**config.mk**
```make
export PLATFORM = sky130hd
export DESIGN_NAME = gpr_file_mp
export DESIGN_NICKNAME = d
export VERILOG_FILES = /design/src/rtl/gpr_file_mp_pkg.sv /design/src/rtl/gpr_file_mp_scoreboard.sv /design/src/rtl/gpr_file_mp.sv
export SDC_FILE = /design/constraint.sdc
export NUM_CORES = 2
export LEC_CHECK = 0
export CELL_PAD_IN_SITES_DETAIL_PLACEMENT = 0
export CELL_PAD_IN_SITES_GLOBAL_PLACEMENT = 1
export CORE_UTILIZATION = 45
export CTS_BUF_LIST = sky130_fd_sc_hd__clkbuf_16
export DETAILED_ROUTE_END_ITERATION = 12
export PLACE_DENSITY_LB_ADDON = 0.1
export SLEW_MARGIN = 30
export SYNTH_ARGS = -nofsm -noshare
export SYNTH_HDL_FRONTEND = slang
export SYNTH_SLANG_ARGS = --single-unit
```
**constraint.sdc**
```tcl
create_clock -name clk -period 6.9 [get_ports clk]
set_input_delay 1.38 -clock clk [delete_from_list [all_inputs] [get_ports clk]]
set_output_delay 1.38 -clock clk [all_outputs]
set_load 0.01 [all_outputs]
```
**src/rtl/gpr_file_mp_pkg.sv**
```systemverilog
// gpr_file_mp_pkg: shared definitions for the multi-port register file.
//   - Reset-active level (reset is synchronous, active-low).
//   - Default data/address bus widths.
//   - FSM state encoding for the zero-initialisation engine.
//   - Address-range helper shared by the top and the scoreboard.
// Optional feature macro: GPR_SCOREBOARD_EN. Define it on the tool command
// line (e.g. +define+GPR_SCOREBOARD_EN) to build the pending-write
// scoreboard. It is left undefined here, so the default build has no
// scoreboard and rd_pending is tied low.
package gpr_file_mp_pkg;

    // Level of rst that holds the block in reset.
    localparam logic GPR_RST_ACTIVE = 1'b0;

    // Default widths (register data bus and register address bus).
    localparam int GPR_BUS_W      = 32;
    localparam int GPR_ADDR_BUS_W = 5;

    // Init engine states.
    typedef enum logic {
        GPR_ST_INIT = 1'b0,
        GPR_ST_RUN  = 1'b1
    } gpr_state_e;

    // True for an address that names a real, writable register: not the
    // hardwired zero entry and inside the implemented depth.
    function automatic logic gpr_addr_ok(input int unsigned addr, input int unsigned depth);
        return (addr != 32'd0) && (addr < depth);
    endfunction

endpackage

```
**src/rtl/gpr_file_mp_scoreboard.sv**
```systemverilog
// gpr_scoreboard: DEPTH-bit pending-write vector for RAW hazard detection.
// Ports:
//   clk, rst          clock and synchronous active-low reset (clears all bits)
//   run               1 when the register file is in RUN; updates only then
//   sb_set_en/_addr   decode marks a destination register pending
//   wr_en/wr_addr     writeback ports; each enabled write clears its bit
//   rd_addr           read-port addresses to look up
//   rd_pend           raw pending bit per read port (0 for r0 / out of range)
// A set and a clear on the same entry in the same cycle leaves the bit set,
// because the set belongs to a newer producer than the completing write.
module gpr_scoreboard
    import gpr_file_mp_pkg::*;
#(
    parameter int ADDR_W = GPR_ADDR_BUS_W,
    parameter int DEPTH  = 32,
    parameter int NUM_RD = 4,
    parameter int NUM_WR = 2
) (
    input  logic                       clk,
    input  logic                       rst,
    input  logic                       run,
    input  logic                       sb_set_en,
    input  logic [ADDR_W-1:0]          sb_set_addr,
    input  logic [NUM_WR-1:0]          wr_en,
    input  logic [NUM_WR*ADDR_W-1:0]   wr_addr,
    input  logic [NUM_RD*ADDR_W-1:0]   rd_addr,
    output logic [NUM_RD-1:0]          rd_pend
);

    logic [DEPTH-1:0] pend_r;
    logic [DEPTH-1:0] pend_nxt_s;
    logic [DEPTH-1:0] clr_s;
    logic [DEPTH-1:0] set_s;

    // Per-entry clear/set masks; entry 0 can never be set.
    always_comb begin
        clr_s = '0;
        set_s = '0;
        for (int k = 0; k < DEPTH; k++) begin
            for (int i = 0; i < NUM_WR; i++) begin
                clr_s[k] = clr_s[k] |
                           (wr_en[i] && (wr_addr[i*ADDR_W +: ADDR_W] == ADDR_W'(k)));
            end
            set_s[k] = sb_set_en && (sb_set_addr == ADDR_W'(k)) && (k != 0);
        end
        pend_nxt_s = run ? ((pend_r & ~clr_s) | set_s) : pend_r;
    end

    // Pending vector register.
    always_ff @(posedge clk) begin
        if (rst == GPR_RST_ACTIVE) begin
            pend_r <= '0;
        end else begin
            pend_r <= pend_nxt_s;
        end
    end

    // Lookup per read port; invalid addresses never report pending.
    always_comb begin
        rd_pend = '0;
        for (int j = 0; j < NUM_RD; j++) begin
            rd_pend[j] = gpr_addr_ok(32'(rd_addr[j*ADDR_W +: ADDR_W]), DEPTH)
                       ? pend_r[rd_addr[j*ADDR_W +: ADDR_W]] : 1'b0;
        end
    end

endmodule

```
**src/rtl/gpr_file_mp.sv**
```systemverilog
// gpr_file_mp: parametrised multi-port general-purpose register file.
// After reset an init engine clears one entry per cycle (DEPTH cycles) and
// then the file enters RUN. Entry 0 always reads zero.
// Ports:
//   clk, rst      clock; synchronous active-low reset (restarts INIT)
//   wr_en         per-port write enable (NUM_WR)
//   wr_addr/data  packed write ports, port i at [i*W +: W]
//   rd_addr       packed read addresses (NUM_RD)
//   rd_data       combinational read data with same-cycle write bypass
//   rd_pending    1 = addressed register has an outstanding producer
//   sb_set_en/_addr  decode marks a destination register pending
//   init_busy     1 while the init engine is clearing the array
// Optional feature macro: GPR_SCOREBOARD_EN (scoreboard + rd_pending).
// Without it rd_pending is all-zeros and sb_set_* are unused.
module gpr_file_mp
    import gpr_file_mp_pkg::*;
#(
    parameter int DATA_W = GPR_BUS_W,
    parameter int ADDR_W = GPR_ADDR_BUS_W,
    parameter int DEPTH  = 32,
    parameter int NUM_RD = 4,
    parameter int NUM_WR = 2
) (
    input  logic                       clk,
    input  logic                       rst,
    input  logic [NUM_WR-1:0]          wr_en,
    input  logic [NUM_WR*ADDR_W-1:0]   wr_addr,
    input  logic [NUM_WR*DATA_W-1:0]   wr_data,
    input  logic [NUM_RD*ADDR_W-1:0]   rd_addr,
    output logic [NUM_RD*DATA_W-1:0]   rd_data,
    output logic [NUM_RD-1:0]          rd_pending,
    input  logic                       sb_set_en,
    input  logic [ADDR_W-1:0]          sb_set_addr,
    output logic                       init_busy
);

    localparam logic [ADDR_W-1:0] LAST_IDX = ADDR_W'(DEPTH - 1);

    gpr_state_e         state_r;
    gpr_state_e         state_nxt_s;
    logic [ADDR_W-1:0]  init_cnt_r;
    logic [ADDR_W-1:0]  init_cnt_nxt_s;
    logic [DATA_W-1:0]  mem_r [DEPTH];
    logic               run_s;
    logic [NUM_RD-1:0]  rd_hit_s;

    assign run_s     = (state_r == GPR_ST_RUN);
    assign init_busy = (state_r == GPR_ST_INIT);

    // Init engine state and counter register.
    always_ff @(posedge clk) begin
        if (rst == GPR_RST_ACTIVE) begin
            state_r    <= GPR_ST_INIT;
            init_cnt_r <= '0;
        end else begin
            state_r    <= state_nxt_s;
            init_cnt_r <= init_cnt_nxt_s;
        end
    end

    // Init engine next state: walk 0..DEPTH-1, then stay in RUN.
    always_comb begin
        state_nxt_s    = state_r;
        init_cnt_nxt_s = init_cnt_r;
        case (state_r)
            GPR_ST_INIT: begin
                if (init_cnt_r == LAST_IDX) begin
                    state_nxt_s    = GPR_ST_RUN;
                    init_cnt_nxt_s = '0;
                end else begin
                    state_nxt_s    = GPR_ST_INIT;
                    init_cnt_nxt_s = init_cnt_r + ADDR_W'(1);
                end
            end
            GPR_ST_RUN: begin
                state_nxt_s    = GPR_ST_RUN;
                init_cnt_nxt_s = '0;
            end
            default: begin
                state_nxt_s    = GPR_ST_INIT;
                init_cnt_nxt_s = '0;
            end
        endcase
    end

    // Array update: clearing during INIT, port writes during RUN. Ports are
    // visited in ascending order so the highest index wins a collision.
    always_ff @(posedge clk) begin
        if (rst != GPR_RST_ACTIVE) begin
            if (!run_s) begin
                mem_r[init_cnt_r] <= '0;
            end else begin
                for (int i = 0; i < NUM_WR; i++) begin
                    if (wr_en[i] && gpr_addr_ok(32'(wr_addr[i*ADDR_W +: ADDR_W]), DEPTH)) begin
                        mem_r[wr_addr[i*ADDR_W +: ADDR_W]] <= wr_data[i*DATA_W +: DATA_W];
                    end
                end
            end
        end
    end

    // Combinational reads: zero for r0/out of range/INIT, else array value
    // overridden by the highest-index matching write this cycle.
    always_comb begin
        rd_data  = '0;
        rd_hit_s = '0;
        for (int j = 0; j < NUM_RD; j++) begin
            if (run_s && gpr_addr_ok(32'(rd_addr[j*ADDR_W +: ADDR_W]), DEPTH)) begin
                rd_data[j*DATA_W +: DATA_W] = mem_r[rd_addr[j*ADDR_W +: ADDR_W]];
                for (int i = 0; i < NUM_WR; i++) begin
                    if (wr_en[i] && (wr_addr[i*ADDR_W +: ADDR_W] == rd_addr[j*ADDR_W +: ADDR_W])) begin
                        rd_data[j*DATA_W +: DATA_W] = wr_data[i*DATA_W +: DATA_W];
                        rd_hit_s[j] = 1'b1;
                    end else begin
                        rd_hit_s[j] = rd_hit_s[j];
                    end
                end
            end else begin
                rd_data[j*DATA_W +: DATA_W] = '0;
            end
        end
    end

`ifdef GPR_SCOREBOARD_EN
    logic [NUM_RD-1:0] sb_pend_s;

    gpr_scoreboard #(
        .ADDR_W (ADDR_W),
        .DEPTH  (DEPTH),
        .NUM_RD (NUM_RD),
        .NUM_WR (NUM_WR)
    ) u_scoreboard (
        .clk         (clk),
        .rst         (rst),
        .run         (run_s),
        .sb_set_en   (sb_set_en),
        .sb_set_addr (sb_set_addr),
        .wr_en       (wr_en),
        .wr_addr     (wr_addr),
        .rd_addr     (rd_addr),
        .rd_pend     (sb_pend_s)
    );

    // A write landing this cycle is forwarded, so the reader need not stall.
    assign rd_pending = sb_pend_s & ~rd_hit_s & {NUM_RD{run_s}};
`else
    logic unused_sb_s;
    assign unused_sb_s = ^{sb_set_en, sb_set_addr, rd_hit_s};
    assign rd_pending  = '0;
`endif

endmodule

```
==> flow_summary.json <==
{
  "grt_pass1_vias": 55000,
  "yosys.area_share.simple_pct": 6.78,
  "dp_hpwl_mm": 191,
  "gp_congestion": 0.881,
  "num_io_pins": 237,
  "grtUsageTotal_pct": 37.9,
  "ys_types": 49,
  "n_antenna_cell": 0,
  "wl_met3_mm": 40.5,
  "yosysTopAreaCell": "edfxtp_1",
  "synth_top_family_by_area": "multiplexers",
  "hold_viol_final": 0,
  "critPathLaunchType": "input pin",
  "drc_errors": 0,
  "synth_compound_area_share_pct": 9.30,
  "synth_edf_count": 1024,
  "crit_type": "input pin to output pin",
  "cts_max_path_buffers": 3,
  "cts_num_sinks": 1030,
  "grt_pass1_wl_mm": 445,
  "tns_ns": 0,
  "cp_cell_sequence": "clkdlybuf4s50_1, xor2_1, nor4_1, and3_1, nor2b_4, buf_4, a221o_1, clkdlybuf4s50_1",
  "slew_violations": 0,
  "hold_buffers": 0,
  "slew_headroom_pct": 27.2,
  "top_layer": "met5",
  "layout.nets": 5732,
  "ys_seq_elements": 1030,
  "synthTopCellsByArea": "edfxtp_1 (41%), mux4_2 (38%), o21ai_0 (6.6%)",
  "drt-met1-wl_mm": 114,
  "timing.fmax_ghz": 0.157,
  "via_per_inst": 7.27,
  "clock_latency_ns": 0.78,
  "yosys.area.top_type_share_pct": 40.6,
  "crit_top_cell": "clkdlybuf4s50_1",
  "post_cts_buffers": 0,
  "cts_made_buffers": 121,
  "met2_length_mm": 144,
  "synthAdderAreaFrac_pct": 0.0331,
  "regArea_um2": 30900,
  "endpoint_kind": "output pin",
  "async_reset_ff_share_pct": 0,
  "antenna_left": 0,
  "clockRootBuffer": "clkbuf_16",
  "num_vias": 57700,
  "multiInputGateArea_um2": 42300,
  "hp-class": "flop to flop",
  "synth_warnings": 0,
  "path_max_fanout": 12,
  "syn_area_um2": 75700,
  "num_rows": 150,
  "p_leak_nw": 24.9,
  "synth_xor_area_share_pct": 0.486,
  "synth_flop_cell": "edfxtp_1",
  "period_share_pct": 92.0,
  "crit_arrival_ns": 4.97,
  "ys_seq_area_share_pct": 40.8,
  "whs_ns": 0.596,
  "fp.dieArea_um2": 170000,
  "die_w_um": 412,
  "powerDensity_nw_per_um2": 175,
  "area_growth_pct": 12.7,
  "slowest_delay_ns": 0.69,
  "drive_above_1_share_pct": 32.0,
  "fillCellCount": 14100,
  "overflow": 0,
  "die_h_um": 412,
  "rsz0062_at_grt": "false",
  "start_util_pct": 45.3,
  "cts_max_level": 3,
  "fin_crit_ns": 6.35,
  "synth.avg_cell_area_um2": 13.1,
  "irDropWorstVdd_uv": 216,
  "io_buffers": 226,
  "setup_viol": 0,
  "max_cap_viol_count": 0,
  "core_area_um2": 167000,
  "cp.required_ns": 5.52,
  "mostFrequentLayoutCell": "mux4_2",
  "cts_tree": "yes",
  "grt_max_degree": 85,
  "wl_per_cell_um": 40.4,
  "drtIter0Drc": 9291,
  "totalWireLength_mm": 321,
  "antenna_found_initial": 7,
  "syn-instance-count": 5792,
  "worstMarginPinSlew_ns": 1.09,
  "drt_first_pass_iters": 8,
  "cts_resized": 0,
  "synth_mux_area_share_pct": 38.1,
  "clkTransAtPathRegs_ns": 0.06,
  "final_cell_mix": "mux4_2 (1269), nand2_1 (1179), edfxtp_1 (1024), o21ai_0 (998), clkdlybuf4s50_1 (208)",
  "finalClockSkew_ns": 0.0262,
  "critPathSlowestCell": "clkdlybuf4s50_1",
  "outcome": "finished, final reports clean"
}
-- cells in the mapped netlist, types with 5 or more instances --
library cell  number
nor3b_1            7
nand3_1           10
mux4_2          1269
buf_6              5
nand2_1         1208
a22oi_1           31
nor2b_1            5
o211ai_1          32
buf_1             75
buf_4             15
and3_1             8
edfxtp_1        1024
nor3_1            15
xor2_1            22
nor4_1             6
o22ai_1           31
dfxtp_1            6
buf_2             96
clkbuf_1         594
mux2i_1           24
a21oi_1            8
a221o_1           29
xnor2_1           20
nor2_1            50
inv_1             70
o21ai_0          998
nand3b_1           5
a222oi_1          64
a22o_1            29
-- final timing paths --
| kind | from | end | slack [ns] | cells past startpoint |
|---|---|---|---|---|
| max | wr_addr[8] | rd_data[7] | 0.55 | 8 |
| min | init_cnt_r[0] | init_cnt_r[0] | 0.60 | 1 |
| max reg2reg | run_s | mem_r[3][17] | 3.32 | 6 |
| min reg2reg | init_cnt_r[0] | init_cnt_r[0] | 0.60 | 1 |
-- metal layers --
metal	up-vias	GRT usage [%]
li1	23000	-
met1	29200	49.8
met2	4453	57.2
met3	1017	10.1
met4	10	21.3
met5	-	0
-- registers in the layout (all words and copies together) (netlist names) --
| register | count |
|---|---|
| mem_r | 1024 |
| init_cnt_r | 5 |
| run_s | 1 |
-- cells by family after synthesis --
logic type / Yosys count
XOR/XNOR: 42
buffers and inverters: 855
other: 1
adder cells (fa/ha/maj): 2
multiplexers: 1295
flip-flops: 1030
AO/OA/AOI/OAI: 1241
AND/OR/NAND/NOR: 1326
-- worst max-delay path, delay by kind of cell --
family                 cells  cell delay [ns]
buffers and inverters      3             1.72
AND/OR/NAND/NOR            3             1.29
XOR/XNOR                   1             0.28
AO/OA/AOI/OAI              1             0.28
-- report_power, final --
part,leakage (nW),switching [W],total [W],internal (W)
Clock,2.02,0.00281,0.00649,0.00368
Sequential,8.74,0.0000302,0.00685,0.00682
Combinational,14.1,0.000922,0.00157,0.000651
-- metrics by stage --
stage	cells	cell area (um^2)	setup slack, ns	util (%)	power, W
2_1_floorplan	5795	75700	1.86	-	0.00798
3_3_place_gp	7704	81300	0.613	48.7	0.00853
3_5_place_dp	7704	81400	0.630	48.7	0.00853
4_1_cts	7928	85200	0.619	51.0	0.0149
5_1_grt	7931	85300	0.485	51.1	0.0152
6_report	7931	85300	0.549	51.1	0.0149
-- layout make-up --
type	instances	share of cell area, %
Multi-Input combinational cell	3910	49.6
Sequential cell	1030	36.2
Inverter	70	0.308
Clock buffer	123	3.61
Clock inverter	101	0.918
Timing Repair Buffer	493	6.18
Tap cell	2204	3.23
(Power assumes the default switching activity.)
